===== src/rtl/ps2_scan_rx_pkg.sv =====
// Shared definitions for the PS/2 scan-code receiver.
// Holds the frame FSM encoding, the prefix bytes that steer decode,
// and the odd-parity check used when a frame completes.
package ps2_scan_rx_pkg;

  typedef enum logic [1:0] {
    ST_IDLE = 2'd0,
    ST_RECV = 2'd1,
    ST_DONE = 2'd2
  } frame_state_t;

  localparam logic [7:0] BREAK    = 8'hF0;
  localparam logic [7:0] EXTENDED = 8'hE0;

  // PS/2 uses odd parity: data bits plus the parity bit hold an odd number of ones.
  function automatic logic parity_ok(input logic [7:0] dat, input logic par);
    return (^dat) ^ par;
  endfunction

endpackage


===== src/rtl/ps2_clk_filter.sv =====
// Synchronizes the PS/2 clock and data lines and de-glitches the clock.
// Ports: clk/reset; ps2c_i/ps2d_i raw lines; filt_o filtered clock level,
//        fall_o one-cycle strobe on filtered 1->0, data_o synced data line.
module ps2_clk_filter #(
  parameter int FILTER_LEN = 8
) (
  input  logic clk,
  input  logic reset,
  input  logic ps2c_i,
  input  logic ps2d_i,
  output logic filt_o,
  output logic fall_o,
  output logic data_o
);

  logic [1:0]            c_sync_q;
  logic [1:0]            d_sync_q;
  logic [FILTER_LEN-1:0] hist_q;
  logic [FILTER_LEN-1:0] hist_d;
  logic                  filt_q;
  logic                  filt_d;

  // History includes the sample being shifted in this cycle, so the filtered
  // level changes on the same edge the FILTER_LEN-th agreeing sample arrives.
  always_comb begin
    hist_d = {hist_q[FILTER_LEN-2:0], c_sync_q[1]};
    filt_d = filt_q;
    if (&hist_d)       filt_d = 1'b1;
    else if (~|hist_d) filt_d = 1'b0;
  end

  always_ff @(posedge clk or posedge reset) begin
    if (reset) begin
      c_sync_q <= 2'b11;
      d_sync_q <= 2'b11;
      hist_q   <= '1;
      filt_q   <= 1'b1;
    end else begin
      c_sync_q <= {c_sync_q[0], ps2c_i};
      d_sync_q <= {d_sync_q[0], ps2d_i};
      hist_q   <= hist_d;
      filt_q   <= filt_d;
    end
  end

  assign filt_o = filt_q;
  // Asserted in the cycle before filt_q drops, so the consumer samples on that edge.
  assign fall_o = filt_q & ~filt_d;
  assign data_o = d_sync_q[1];

endmodule


===== src/rtl/ps2_scan_rx.sv =====
// PS/2 keyboard receiver: frames 11-bit serial words and emits make codes.
// Ports: clk/reset; ps2c/ps2d keyboard lines (input only); ps2_data last make
//        code, ps2_new_data one-cycle strobe, frame_err one-cycle error pulse.
module ps2_scan_rx
  import ps2_scan_rx_pkg::*;
#(
  parameter int FILTER_LEN  = 8,
  parameter int TIMEOUT_CYC = 200000
) (
  input  logic       clk,
  input  logic       reset,
  input  logic       ps2c,
  input  logic       ps2d,
  output logic [7:0] ps2_data,
  output logic       ps2_new_data,
  output logic       frame_err
);

  localparam int TW = $clog2(TIMEOUT_CYC + 1);

  logic filt_clk_unused;
  logic fall;
  logic data_s;

  ps2_clk_filter #(.FILTER_LEN(FILTER_LEN)) u_filter (
    .clk    (clk),
    .reset  (reset),
    .ps2c_i (ps2c),
    .ps2d_i (ps2d),
    .filt_o (filt_clk_unused),
    .fall_o (fall),
    .data_o (data_s)
  );

  frame_state_t state_q;
  logic [3:0]   bit_cnt_q;
  logic [7:0]   shift_q;
  logic         parity_q;
  logic         frame_ok_q;
  logic [TW-1:0] tmo_q;
  logic         frame_err_q;

  // Frame FSM. The validity verdict is taken on the stop-bit sample so that
  // frame_err is already high during the DONE cycle.
  always_ff @(posedge clk or posedge reset) begin
    if (reset) begin
      state_q     <= ST_IDLE;
      bit_cnt_q   <= 4'd0;
      shift_q     <= 8'h00;
      parity_q    <= 1'b0;
      frame_ok_q  <= 1'b0;
      tmo_q       <= '0;
      frame_err_q <= 1'b0;
    end else begin
      frame_err_q <= 1'b0;
      case (state_q)
        ST_IDLE: begin
          tmo_q <= '0;
          if (fall && !data_s) begin
            state_q   <= ST_RECV;
            bit_cnt_q <= 4'd0;
          end
        end
        ST_RECV: begin
          if (fall) begin
            tmo_q     <= '0;
            bit_cnt_q <= bit_cnt_q + 4'd1;
            if (bit_cnt_q < 4'd8) begin
              shift_q <= {data_s, shift_q[7:1]};
            end else if (bit_cnt_q == 4'd8) begin
              parity_q <= data_s;
            end else begin
              frame_ok_q  <= parity_ok(shift_q, parity_q) & data_s;
              frame_err_q <= ~(parity_ok(shift_q, parity_q) & data_s);
              state_q     <= ST_DONE;
            end
          end else if (tmo_q == TW'(TIMEOUT_CYC - 1)) begin
            tmo_q       <= '0;
            state_q     <= ST_IDLE;
            frame_err_q <= 1'b1;
          end else begin
            tmo_q <= tmo_q + 1'b1;
          end
        end
        ST_DONE: begin
          state_q   <= ST_IDLE;
          bit_cnt_q <= 4'd0;
        end
        default: state_q <= ST_IDLE;
      endcase
    end
  end

  logic       skip_q;
  logic [7:0] data_q;
  logic       new_q;

  // Decode runs in the DONE cycle; its registered result shows up one cycle later.
  always_ff @(posedge clk or posedge reset) begin
    if (reset) begin
      skip_q <= 1'b0;
      data_q <= 8'h00;
      new_q  <= 1'b0;
    end else begin
      new_q <= 1'b0;
      if (state_q == ST_DONE && frame_ok_q) begin
        if (shift_q == BREAK) begin
          skip_q <= 1'b1;
        end else if (shift_q == EXTENDED) begin
          skip_q <= skip_q;
        end else if (skip_q) begin
          skip_q <= 1'b0;
        end else begin
          data_q <= shift_q;
          new_q  <= 1'b1;
        end
      end
    end
  end

  assign ps2_data     = data_q;
  assign ps2_new_data = new_q;
  assign frame_err    = frame_err_q;

endmodule


===== config.mk =====
export PLATFORM = sky130hd
export DESIGN_NAME = ps2_scan_rx
export DESIGN_NICKNAME = d
export VERILOG_FILES = /design/src/rtl/ps2_scan_rx_pkg.sv /design/src/rtl/ps2_clk_filter.sv /design/src/rtl/ps2_scan_rx.sv
export SDC_FILE = /design/constraint.sdc
export NUM_CORES = 1
export LEC_CHECK = 0
export BUFFER_PORTS_ARGS = -buffer_cell sky130_fd_sc_hd__clkbuf_2
export CORE_MARGIN = 4
export CORE_UTILIZATION = 35
export DETAILED_ROUTE_END_ITERATION = 10
export PLACE_DENSITY = 0.61
export SLEW_MARGIN = 25
export SYNTH_ARGS = -nofsm -noshare
export SYNTH_HDL_FRONTEND = slang
export SYNTH_HIERARCHICAL = 1
export SYNTH_SLANG_ARGS = --single-unit

===== constraint.sdc =====
create_clock -name clk -period 4.05 [get_ports clk]
set_input_delay 1.215 -clock clk [delete_from_list [all_inputs] [get_ports clk]]
set_output_delay 1.215 -clock clk [all_outputs]
set_load 0.05 [all_outputs]

==> impl_metrics.prom <==
# TYPE chip_impl_metric gauge
chip_impl_info{name="worst_setup_path_startpoint",value="state_q[1]"} 1
chip_impl_info{name="cts_root_buf",value="sky130_fd_sc_hd__clkbuf_8"} 1
chip_impl_metric{name="power.switching",unit="mW"} 0.2494
chip_impl_metric{name="maximum_cell_stage_delay_along_the_critical_path",unit="ps"} 660
chip_impl_info{name="grt_setup_unrepaired",value="no"} 1
chip_impl_metric{name="holdWs",unit="ps"} 357.9
chip_impl_metric{name="pre_cts_setup_slack",unit="ps"} 1669
chip_impl_metric{name="ctsHtreeMaxLevel",unit=""} 3
chip_impl_metric{name="grt_pass1_wl",unit="mm"} 8.956
chip_impl_metric{name="fin_util",unit=""} 0.4110
chip_impl_metric{name="ys.warnings.count",unit=""} 6
chip_impl_metric{name="p_per_area",unit="nW/µm²"} 361.7
chip_impl_metric{name="full_die_area",unit="µm²"} 9160
chip_impl_metric{name="dr.first_iter.drc_count",unit=""} 118
chip_impl_metric{name="critical_path_required",unit="ps"} 4320
chip_impl_metric{name="fillerInstances",unit=""} 758
chip_impl_metric{name="clock_latency_reported_for_the_late_side_of_the_worst_skew_pair",unit="ps"} 330
chip_impl_metric{name="die_height",unit="µm"} 95.71
chip_impl_info{name="hold_class",value="reg -> reg"} 1
chip_impl_metric{name="post_cts.repair.setup_buffers",unit=""} 0
chip_impl_metric{name="synth_area_in_simple_gates",unit=""} 0.2226
chip_impl_metric{name="asyncSetResetFlopFracSynth",unit=""} 1.000
chip_impl_metric{name="cts.reportedPaths.clkPinSlew",unit="ps"} 70
chip_impl_info{name="setup.worst_path.class",value="reg -> reg"} 1
chip_impl_metric{name="antennaDiodeCount",unit=""} 0
chip_impl_metric{name="floorplan.die.width",unit="µm"} 95.71
chip_impl_metric{name="finish.cell_count_without_fillers",unit=""} 377
chip_impl_metric{name="syn_area_per_cell",unit="µm²"} 10.56
chip_impl_metric{name="finalPower",unit="mW"} 1.096
chip_impl_metric{name="numPortBuffers",unit=""} 13
chip_impl_metric{name="route.detailed.vias_per_inst",unit=""} 5.135
chip_impl_metric{name="setup_tns",unit="ps"} 0
chip_impl_metric{name="finalHoldViolCount",unit=""} 0
chip_impl_metric{name="cp.arrival",unit="ps"} 2680
chip_impl_metric{name="core",unit="µm²"} 7370
chip_impl_metric{name="clockBufferDepth",unit=""} 2
chip_impl_metric{name="area_post_placement",unit="µm²"} 2838
chip_impl_metric{name="dr_total_vias",unit=""} 1936
chip_impl_metric{name="grt_start_max_net_pins",unit=""} 46
chip_impl_info{name="hold_start",value="u_filter/c_sync_q[0]"} 1
chip_impl_metric{name="synth_compound_area_frac",unit=""} 0.1064
chip_impl_metric{name="synth-seq-area-share",unit=""} 0.5353
chip_impl_metric{name="detail_route.first_pass.iterations",unit=""} 5
chip_impl_metric{name="fin_ws",unit="ps"} 1638
chip_impl_metric{name="layout.cell_area.non_filler",unit="µm²"} 3029
chip_impl_metric{name="std_cell_rows",unit=""} 31
chip_impl_metric{name="cts.repair.resized",unit=""} 0
chip_impl_info{name="outcome",value="complete, no violations"} 1
chip_impl_metric{name="cp_max_fo",unit=""} 24
chip_impl_metric{name="floorplan.initialDensity",unit=""} 0.3654
chip_impl_metric{name="synth_edf_count",unit=""} 0
chip_impl_info{name="cpMaxStageDelayCell",value="sky130_fd_sc_hd__dfrtp_1"} 1
chip_impl_metric{name="sequentialPowerShare",unit=""} 0.536
chip_impl_info{name="worstSetupStartpointType",value="flop"} 1
chip_impl_metric{name="comb_power_frac",unit=""} 0.016
chip_impl_info{name="synth_flop_cell",value="sky130_fd_sc_hd__dfrtp_1"} 1
chip_impl_info{name="r2r-start",value="state_q[1]"} 1
chip_impl_metric{name="remaining_drc_errors",unit=""} 0
chip_impl_metric{name="yosys.area_share.xor_xnor",unit=""} 0.01626
chip_impl_metric{name="ys_seq_elements",unit=""} 57
chip_impl_metric{name="finalWeightedCongestion",unit=""} 0.8452
chip_impl_metric{name="leakage",unit="nW"} 1.328
chip_impl_metric{name="skew",unit="ps"} 7.824
chip_impl_metric{name="drive_gt1_frac",unit=""} 0.2302
chip_impl_metric{name="grt-ovfl-total",unit=""} 0
chip_impl_metric{name="route.antenna.remaining_nets",unit=""} 0
chip_impl_metric{name="finish.net_count",unit=""} 285
chip_impl_metric{name="max_cap_viol_count",unit=""} 0
chip_impl_metric{name="sink_count",unit=""} 57
chip_impl_metric{name="synthCells",unit=""} 255
chip_impl_metric{name="timing.final.setup_violations",unit=""} 0
chip_impl_metric{name="slew_viol_final",unit=""} 0
chip_impl_metric{name="hold_buffers",unit=""} 0
chip_impl_metric{name="initial_antenna_violation_count",unit=""} 0
chip_impl_metric{name="post-route-min-period",unit="ps"} 2412
chip_impl_metric{name="totalWireLength",unit="mm"} 4.848
chip_impl_metric{name="tritoncts.num_buffers",unit=""} 9
chip_impl_metric{name="worstMarginPinSlew",unit="ps"} 774.3
chip_impl_metric{name="synth_cell_type_count",unit=""} 52
chip_impl_metric{name="pwr-share-clk",unit=""} 0.448
chip_impl_metric{name="mux_cell_area_share_after_synthesis",unit=""} 0.04089
chip_impl_metric{name="p_sw_frac",unit=""} 0.2276
chip_impl_metric{name="place_hpwl",unit="mm"} 3.339
chip_impl_info{name="synth_top_family_by_area",value="simple AND/OR/NAND/NOR gates"} 1
chip_impl_metric{name="first_global_vias",unit=""} 1946
chip_impl_metric{name="dp.cells",unit=""} 361
chip_impl_metric{name="slew_hr",unit=""} 0.4832
chip_impl_metric{name="fmaxAchievable",unit="MHz"} 414.7
chip_impl_metric{name="io_pins",unit=""} 14
chip_impl_info{name="chain_of_cells_forming_the_critical_path",value="or2b_2 -> or2_2 -> a21oi_2 -> and3_2 -> a211o_1"} 1
chip_impl_info{name="cts_tree",value="built"} 1
chip_impl_info{name="timing.critical_path.to_type",value="flop"} 1
chip_impl_metric{name="synth_to_final_area_change",unit="%"} 12.50
chip_impl_metric{name="area_share_of_fa_ha_maj_cells_after_synthesis",unit=""} 0.03717
chip_impl_metric{name="p_int",unit="mW"} 0.8464
chip_impl_metric{name="max-vdd-ir-drop",unit="mV"} 0.2419
chip_impl_metric{name="synth_area",unit="µm²"} 2693
chip_impl_metric{name="synth_nets",unit=""} 267
chip_impl_metric{name="grtUsageTotal",unit=""} 0.1275
chip_impl_metric{name="routed_wire_length_per_instance",unit="µm"} 12.86
chip_impl_metric{name="finalCritPeriodShare",unit=""} 0.5955
==> sequential cells by signal, indices dropped and copies added (netlist names), 2 cells and up <==
name,flops
tmo_q,18
bit_cnt_q,4
u_filter/hist_q,7
state_q,2
ps2_data,8
u_filter/d_sync_q,2
u_filter/c_sync_q,2
shift_q,8
==> cell type report <==
type                       instances  area (µm²)  area share
inverter                          16       61.31     0.02024
tap                               99       123.9     0.04089
sequential                        57        1441      0.4758
clock inverter                     5       37.54     0.01239
multi-input combinational        175        1140      0.3763
timing repair buffer              14       72.57     0.02396
clock buffer                      11       152.6     0.05039
==> cells by family after synthesis <==
family | after synthesis
AND/OR/NAND/NOR | 107
buffers and inverters | 23
adder cells (fa/ha/maj) | 8
AO/OA/AOI/OAI | 45
XOR/XNOR | 5
multiplexers | 10
flip-flops | 57
==> power groups by stage <==
stage	clock network, mW	logic (mW)	registers (mW)
finish	0.491	0.0171	0.588
floorplan	0	0.0130	0.596
global placement	0	0.0179	0.598
detailed placement	0	0.0183	0.598
CTS	0.512	0.0184	0.588
global route	0.540	0.0210	0.588
==> synth_stat cells, types with 3 or more instances <==
master	number	area (µm²)
sky130_fd_sc_hd__a31oi_1	3	18.77
sky130_fd_sc_hd__nand2_1	35	131.4
sky130_fd_sc_hd__or3_1	5	31.28
sky130_fd_sc_hd__nor3_1	5	25.02
sky130_fd_sc_hd__dfrtp_1	45	1126
sky130_fd_sc_hd__inv_1	16	60.06
sky130_fd_sc_hd__and3_1	4	25.02
sky130_fd_sc_hd__a21oi_1	4	20.02
sky130_fd_sc_hd__xnor2_1	4	35.03
sky130_fd_sc_hd__ha_1	8	100.1
sky130_fd_sc_hd__nor2_1	8	30.03
sky130_fd_sc_hd__dfstp_2	12	315.3
sky130_fd_sc_hd__nand3_1	17	85.08
sky130_fd_sc_hd__nand4_1	9	56.30
sky130_fd_sc_hd__nor3b_1	3	22.52
sky130_fd_sc_hd__o21ai_0	22	110.1
sky130_fd_sc_hd__clkbuf_1	4	15.01
sky130_fd_sc_hd__mux2_2	8	90.09
==> placed cells by master, fill, tap and decap left out, types with 3 or more instances in the layout <==
master / instances
sky130_fd_sc_hd__dfstp_2: 12
sky130_fd_sc_hd__xnor2_1: 4
sky130_fd_sc_hd__mux2_2: 8
sky130_fd_sc_hd__or3_1: 5
sky130_fd_sc_hd__nand4_1: 9
sky130_fd_sc_hd__o21ai_0: 22
sky130_fd_sc_hd__dfrtp_1: 45
sky130_fd_sc_hd__inv_1: 15
sky130_fd_sc_hd__nor3b_1: 3
sky130_fd_sc_hd__nand3_1: 17
sky130_fd_sc_hd__a21oi_1: 4
sky130_fd_sc_hd__clkbuf_8: 9
sky130_fd_sc_hd__clkbuf_2: 13
sky130_fd_sc_hd__and3_1: 4
sky130_fd_sc_hd__nor3_1: 5
sky130_fd_sc_hd__ha_1: 8
sky130_fd_sc_hd__a31oi_1: 3
sky130_fd_sc_hd__nand2_1: 35
sky130_fd_sc_hd__nor2_1: 8
==> worst max-delay path: cells and delay by family (launching register included) <==
kind | cells | cell delay [ps]
simple gates | 3 | 1130
flops | 1 | 660
compound gates | 2 | 550
==> path summary, 6_finish.rpt <==
path,endpoint,slack (ps),depth (start not counted)
hold / removal,u_filter/c_sync_q[1],360,0
setup / recovery,tmo_q[13],1640,5
hold reg to reg,u_filter/c_sync_q[1],360,0
setup reg to reg,tmo_q[13],1640,5
min in group asynchronous,shift_q[6],990,2
max in group asynchronous,tmo_q[16],2590,2
==> layer usage <==
layer,track usage,routed length [µm]
met1,0.1647,2343
met2,0.1928,2252
met4,0.05213,62
met3,0.04769,190
met5,0,0
Note: power is estimated with default switching activity, not from simulation.
